## config.mk

```make
export PLATFORM = sky130hd
export DESIGN_NAME = dmem_arb
export DESIGN_NICKNAME = d
export VERILOG_FILES = /design/src/rtl/dmem_arb.sv
export SDC_FILE = /design/constraint.sdc
export NUM_CORES = 1
export LEC_CHECK = 0
export BUFFER_PORTS_ARGS = -buffer_cell sky130_fd_sc_hd__buf_2
export CORE_AREA = 3 3 103 105
export CTS_BUF_LIST = sky130_fd_sc_hd__clkbuf_8
export CTS_CLUSTER_DIAMETER = 30
export DETAILED_ROUTE_END_ITERATION = 10
export DIE_AREA = 0 0 106 108
export SLEW_MARGIN = 5
export SYNTH_ARGS = -nofsm -noshare
export SYNTH_HDL_FRONTEND = slang
export SYNTH_SLANG_ARGS = --single-unit
```

## constraint.sdc

```tcl
create_clock -name iw_clk -period 4.17 [get_ports iw_clk]
set_clock_uncertainty 0.15 [all_clocks]
set_input_delay 0.834 -clock iw_clk [delete_from_list [all_inputs] [get_ports iw_clk]]
set_output_delay 0.834 -clock iw_clk [all_outputs]
set_load 0.02 [all_outputs]
```

## src/rtl/dmem_arb.sv

```systemverilog
// rtl/dmem_arb.sv - data memory port arbiter with priority, round-robin, lock and starvation override
//
// Ports:
//   iw_clk, iw_rst_n          clock (rising edge), asynchronous active-low reset
//   iw_req/iw_lock/iw_we      per-requester request, burst lock, write enable
//   iw_addr/iw_wdata          packed per-requester address / write data
//   ow_ack/ow_rvalid          one-hot grant this cycle / read data valid this cycle
//   ow_rdata                  broadcast read data, qualified by ow_rvalid
//   ow_mem_we/addr/wdata      memory port driven combinationally from the winner
//   iw_mem_rdata              memory read data, one cycle after the address

`ifndef SIZE_ADDR
`define SIZE_ADDR 32
`endif
`ifndef SIZE_DATA
`define SIZE_DATA 32
`endif

module dmem_arb #(
   parameter int NREQ     = 2,
   parameter int AW       = `SIZE_ADDR,
   parameter int DW       = `SIZE_DATA,
   parameter int PRIO0    = 1,
   parameter int MAX_WAIT = 8,
   parameter int LOCK_MAX = 16
) (
   input  logic               iw_clk,
   input  logic               iw_rst_n,
   input  logic [NREQ-1:0]    iw_req,
   input  logic [NREQ-1:0]    iw_lock,
   input  logic [NREQ-1:0]    iw_we,
   input  logic [NREQ*AW-1:0] iw_addr,
   input  logic [NREQ*DW-1:0] iw_wdata,
   output logic [NREQ-1:0]    ow_ack,
   output logic [NREQ-1:0]    ow_rvalid,
   output logic [DW-1:0]      ow_rdata,
   output logic               ow_mem_we,
   output logic [AW-1:0]      ow_mem_addr,
   output logic [DW-1:0]      ow_mem_wdata,
   input  logic [DW-1:0]      iw_mem_rdata
);

   localparam int IW = $clog2(NREQ);
   localparam int WW = $clog2(MAX_WAIT + 1);
   localparam int LW = $clog2(LOCK_MAX + 1);

   typedef enum logic {
      L_IDLE   = 1'b0,
      L_LOCKED = 1'b1
   } lock_e;

   lock_e            lock_q, lock_d;
   logic [IW-1:0]    owner_q, owner_d;
   logic [IW-1:0]    rr_q, rr_d;
   logic [LW-1:0]    lcnt_q, lcnt_d;
   logic [WW-1:0]    wait_q [NREQ];
   logic [WW-1:0]    wait_d [NREQ];
   logic [NREQ-1:0]  rvalid_q, rvalid_d;

   logic             lock_hit;
   logic             st_vld, rr_vld;
   logic [IW-1:0]    st_idx, rr_idx;
   logic             win_vld, win_rr;
   logic [IW-1:0]    win_idx;
   int               rr_cand;

   // Winner selection: lock, then starvation, then fixed priority, then round-robin.
   always_comb begin : arbitrate
      lock_hit = (lock_q == L_LOCKED) && iw_req[owner_q] && (lcnt_q < LW'(LOCK_MAX));

      // Downward scans so the last hit is the lowest index / nearest after the pointer.
      st_vld = 1'b0;
      st_idx = '0;
      for (int i = NREQ - 1; i >= 0; i--) begin
         if (iw_req[i] && (wait_q[i] == WW'(MAX_WAIT))) begin
            st_vld = 1'b1;
            st_idx = IW'(i);
         end
      end

      rr_vld  = 1'b0;
      rr_idx  = '0;
      rr_cand = 0;
      for (int k = NREQ; k >= 1; k--) begin
         rr_cand = int'(rr_q) + k;
         if (rr_cand >= NREQ) rr_cand = rr_cand - NREQ;
         if (iw_req[rr_cand]) begin
            rr_vld = 1'b1;
            rr_idx = IW'(rr_cand);
         end
      end

      win_vld = 1'b0;
      win_rr  = 1'b0;
      win_idx = '0;
      if (lock_hit) begin
         win_vld = 1'b1;
         win_idx = owner_q;
      end else if (st_vld) begin
         win_vld = 1'b1;
         win_idx = st_idx;
      end else if ((PRIO0 != 0) && iw_req[0]) begin
         win_vld = 1'b1;
         win_idx = '0;
      end else if (rr_vld) begin
         win_vld = 1'b1;
         win_rr  = 1'b1;
         win_idx = rr_idx;
      end
   end

   always_ff @(posedge iw_clk or negedge iw_rst_n) begin
      if (!iw_rst_n) begin
         lock_q   <= L_IDLE;
         owner_q  <= '0;
         rr_q     <= IW'(NREQ - 1);
         lcnt_q   <= '0;
         rvalid_q <= '0;
         for (int i = 0; i < NREQ; i++) wait_q[i] <= '0;
      end else begin
         lock_q   <= lock_d;
         owner_q  <= owner_d;
         rr_q     <= rr_d;
         lcnt_q   <= lcnt_d;
         rvalid_q <= rvalid_d;
         for (int i = 0; i < NREQ; i++) wait_q[i] <= wait_d[i];
      end
   end

   always_comb begin : next_state
      rr_d = (win_vld && win_rr) ? win_idx : rr_q;

      for (int i = 0; i < NREQ; i++) begin
         wait_d[i] = '0;
         if (iw_req[i] && !(win_vld && (win_idx == IW'(i)))) begin
            wait_d[i] = (wait_q[i] == WW'(MAX_WAIT)) ? wait_q[i] : wait_q[i] + WW'(1);
         end
      end

      lock_d  = lock_q;
      owner_d = owner_q;
      lcnt_d  = lcnt_q;
      if (lock_hit) begin
         if (iw_lock[owner_q]) begin
            lcnt_d = lcnt_q + LW'(1);
         end else begin
            lock_d = L_IDLE;
            lcnt_d = '0;
         end
      end else if (win_vld && iw_lock[win_idx]) begin
         // Covers a fresh lock, and an exhausted/abandoned lock re-taken by whoever won.
         lock_d  = L_LOCKED;
         owner_d = win_idx;
         lcnt_d  = LW'(1);
      end else begin
         lock_d = L_IDLE;
         lcnt_d = '0;
      end

      rvalid_d = '0;
      if (win_vld && !iw_we[win_idx]) rvalid_d[win_idx] = 1'b1;
   end

   // Grant and memory port are forced quiet while reset is asserted.
   always_comb begin : outputs
      ow_ack       = '0;
      ow_mem_we    = 1'b0;
      ow_mem_addr  = '0;
      ow_mem_wdata = '0;
      if (iw_rst_n && win_vld) begin
         ow_ack[win_idx] = 1'b1;
         ow_mem_we       = iw_we[win_idx];
         ow_mem_addr     = iw_addr[win_idx*AW +: AW];
         ow_mem_wdata    = iw_wdata[win_idx*DW +: DW];
      end
      ow_rvalid = rvalid_q;
      ow_rdata  = iw_mem_rdata;
   end

endmodule

```

==> impl_summary.log <==
INFO  metric layout_worst_path_cycle_share = 0.860
INFO  metric holdCritPathClass = reg -> reg
INFO  metric die_width = 106 um
INFO  metric drt.antenna.violating_nets = 0
INFO  metric area.sequential = between 400 and 500 um^2
INFO  metric htree_num_levels = 1
INFO  metric yosys_warnings = 0
INFO  metric ff2ff_path_depth = 7
INFO  metric run_status = complete, no violations
INFO  metric ioPinCount = 269
INFO  metric die-area = ~0.011 mm^2
INFO  metric hpwl = 7.47 mm
INFO  metric final.min_clock_period = around 3600 ps
INFO  metric nets = 605
INFO  metric chipHeight = 108 um
INFO  metric clock.fmax = 279 MHz
INFO  metric worst-r2r-setup-slack = 2120 ps
INFO  metric cp_slowest_cell = or2_2
INFO  metric synth.ff_latch_count = 17
INFO  metric worst_pin_slew = ~600 ps
INFO  metric clock-sinks = 17
INFO  metric cts_repair_resize_count = 0
INFO  metric post-route-util = 0.318
INFO  metric detail_route.wirelength = 9.23 mm
INFO  metric via_count = 2,717
INFO  metric startpoint_class_of_the_critical_path = primary input
INFO  metric leakage = around 0.0016 uW
INFO  metric flow.area_growth_from_synthesis = 38.1%
INFO  metric cap_violations = 0
INFO  metric number_of_antenna_violations_at_the_first_check_in_global_routing = 0
INFO  metric irDropWorstVdd = 0.0965 mV
INFO  metric cts-root-buf = clkbuf_8
INFO  metric num_rows = 36
INFO  metric worst_setup_path_endpoint = ow_mem_addr[15]
INFO  metric max-clock-path-buffers = 2
INFO  metric viasPerCell = between 4 and 5
INFO  metric grt_pass1_wl = 13.1 mm
INFO  metric insertion_delay = 250 ps
INFO  metric core-area = 0.00973 mm^2
INFO  metric arrival = roughly 2600 ps
INFO  metric yosysSeqAreaShare = 0.190
INFO  metric postSynthCellCount = 277
INFO  metric finalSetupTns = 0 ps
INFO  metric critical_path_peak_fanout = 36
INFO  metric timing.critical_path.from = iw_req[1]
INFO  metric slew_headroom = 0.608
INFO  metric critical-path-max-stage-delay = around 510 ps
INFO  metric globalRoute.totalOverflow = 0
INFO  metric cp.required = 3190 ps
INFO  metric cts_buffers = 3
INFO  metric crit-reg2reg-launch = wait_q[4]$_DFFE_PN0P_
INFO  metric io_buffers = 204
INFO  metric tritoncts = done
INFO  metric power_density = 263 mW/mm^2
INFO  metric via_count_of_the_first_global_routing_pass = 2,509
INFO  metric grt_start_max_net_pins = 46
INFO  metric start_util = 0.230
INFO  metric crit-reg2reg-capture = lcnt_q[0]$_DFF_PN0_
INFO  metric grt_setup_unrepaired = no
INFO  metric hold_viol_final = 0
INFO  metric worst_setup_path_type = in -> out
INFO  metric slew_viol_final = 0
INFO  metric mappedNetlistArea = approximately 0.0022 mm^2
INFO  metric post-cts-setup-buffer-count = 0
INFO  metric syn_avg_cell_area = 8.09 um^2
INFO  metric route.detailed.wl_per_inst = approximately 16 um
INFO  metric holdBufCountCts = 0
INFO  metric mappedNetlistNets = 450
INFO  metric synth_cell_types = 36
INFO  metric clk_pin_slew_worst_paths = ~60 ps
INFO  metric timing.critical_path.cells = buf_2, or2_2, buf_4, nand3_1, o2bb2ai_1, buf_2
INFO  metric fillers = around 1,100
INFO  metric most-common-layout-cells = buf_2, nand3_1, o2bb2ai_1
INFO  metric track_usage = 0.140
INFO  metric drc = 0
INFO  metric first_iter_violations = 205
INFO  metric mostFrequentLayoutCell = buf_2
INFO  metric antenna_diode_count = 0
INFO  metric timing.critical_path.to_type = primary output
INFO  metric place_congestion = roughly 0.8
INFO  metric 1st_pass_router_iterations = 4
INFO  metric area_of_the_multi_input_gates = 0.00135 mm^2
INFO  metric report.final.setup_viol = 0
INFO  metric critical-path-top-cell-by-count = buf_2
INFO  metric fraction_of_final_layout_cells_sized_beyond_drive_strength_1 = 0.515
[through the flow]
stage | total power, uW | area, um^2 | cells | setup WS [ps] | hold slack [ps]
floorplan | 570 | 2240 | 277 | 1200 | 355
global placement | 695 | 3050 | 560 | 616 | 383
detailed placement | 704 | 3050 | 560 | 566 | 381
CTS | 823 | 3090 | 564 | 560 | 400
global route | 869 | 3090 | 564 | 424 | 413
finish | 815 | 3090 | 564 | 585 | 399
[layer usage]
metal  routed length [um]  track usage  up-vias
li1                     -            -     1320
met1                 3660        0.168     1238
met2                 4460        0.240      147
met3                  987       0.0525       12
met4                  123       0.0287        0
met5                    0            0        -
[worst max-delay path, delay by kind of cell]
family	cells	cell delay [ps]
AOI/OAI and AO/OA	1	260
buffers and inverters	3	820
and+or+nand+nor	2	640
[power by group]
group / internal (uW) / switching [uW] / leakage [uW]
sequential: 179 / 13.5 / 0.000228
combinational: 191 / 316 / 0.00134
clock: 65.1 / 50.7 / 0.0000269
[cells in the mapped netlist]
cell,number,area share
nand3b_1,2,0.0067
xnor2_1,4,0.016
o2bb2ai_1,66,0.26
a22o_1,1,0.0039
nand2_1,5,0.0084
mux2i_1,1,0.0045
nor3b_1,1,0.0034
a21boi_2,1,0.0050
and3_1,4,0.011
o21ai_0,2,0.0045
nand3_2,1,0.0045
or2_1,1,0.0028
a21oi_2,1,0.0039
nor2b_1,1,0.0028
xor2_1,4,0.016
clkbuf_1,7,0.012
inv_1,6,0.010
and2_1,2,0.0056
buf_2,9,0.020
or2_2,1,0.0028
nor3_1,4,0.0089
and4_1,1,0.0039
a2bb2oi_1,1,0.0039
and3b_1,1,0.0039
nor2_1,6,0.010
buf_6,10,0.050
a21o_1,1,0.0034
o211ai_1,1,0.0034
dfrtp_1,17,0.19
a21oi_1,2,0.0045
nor2b_2,1,0.0039
o22ai_2,1,0.0056
ha_1,5,0.028
buf_4,36,0.12
nand3_1,69,0.15
nand4bb_1,1,0.0050
[cell families after synthesis]
family,Yosys count,synth area share
buffers and inverters,68,0.213
xor gates and xnor gates,8,0.0313
AOI/OAI and AO/OA,77,0.296
and+or+nand+nor,101,0.238
muxes,1,0.00447
adders and majority gates,5,0.0279
DFF,17,0.190
[how the worst min path moves through the flow]
stage                   startpoint                   to  slack (ps)  depth (start not counted)
3_3_place_gp   lcnt_q[3]$_DFF_PN0_  lcnt_q[3]$_DFF_PN0_         380                          2
2_1_floorplan  lcnt_q[3]$_DFF_PN0_  lcnt_q[3]$_DFF_PN0_         360                          2
3_5_place_dp   lcnt_q[3]$_DFF_PN0_  lcnt_q[3]$_DFF_PN0_         380                          2
4_1_cts        lcnt_q[3]$_DFF_PN0_  lcnt_q[4]$_DFF_PN0_         400                          2
5_1_grt        lcnt_q[3]$_DFF_PN0_  lcnt_q[4]$_DFF_PN0_         410                          2
6_report       lcnt_q[3]$_DFF_PN0_  lcnt_q[4]$_DFF_PN0_         400                          2
[cell type report]
type / instances / area share
Tap cell: 133 / 0.0538
Timing Repair Buffer: 212 / 0.349
Multi-Input combinational cell: 192 / 0.438
Inverter: 6 / 0.00728
Clock buffer: 3 / 0.0133
Sequential cell: 17 / 0.137
Clock inverter: 1 / 0.00121
[flip-flops by register name, summed over array words and instances, names as in the netlist]
| signal | flops |
|---|---|
| ow_rvalid | 2 |
| lock_q | 1 |
| lcnt_q | 5 |
| owner_q | 1 |
| wait_q | 8 |
Note: power is estimated with default switching activity, not from simulation.
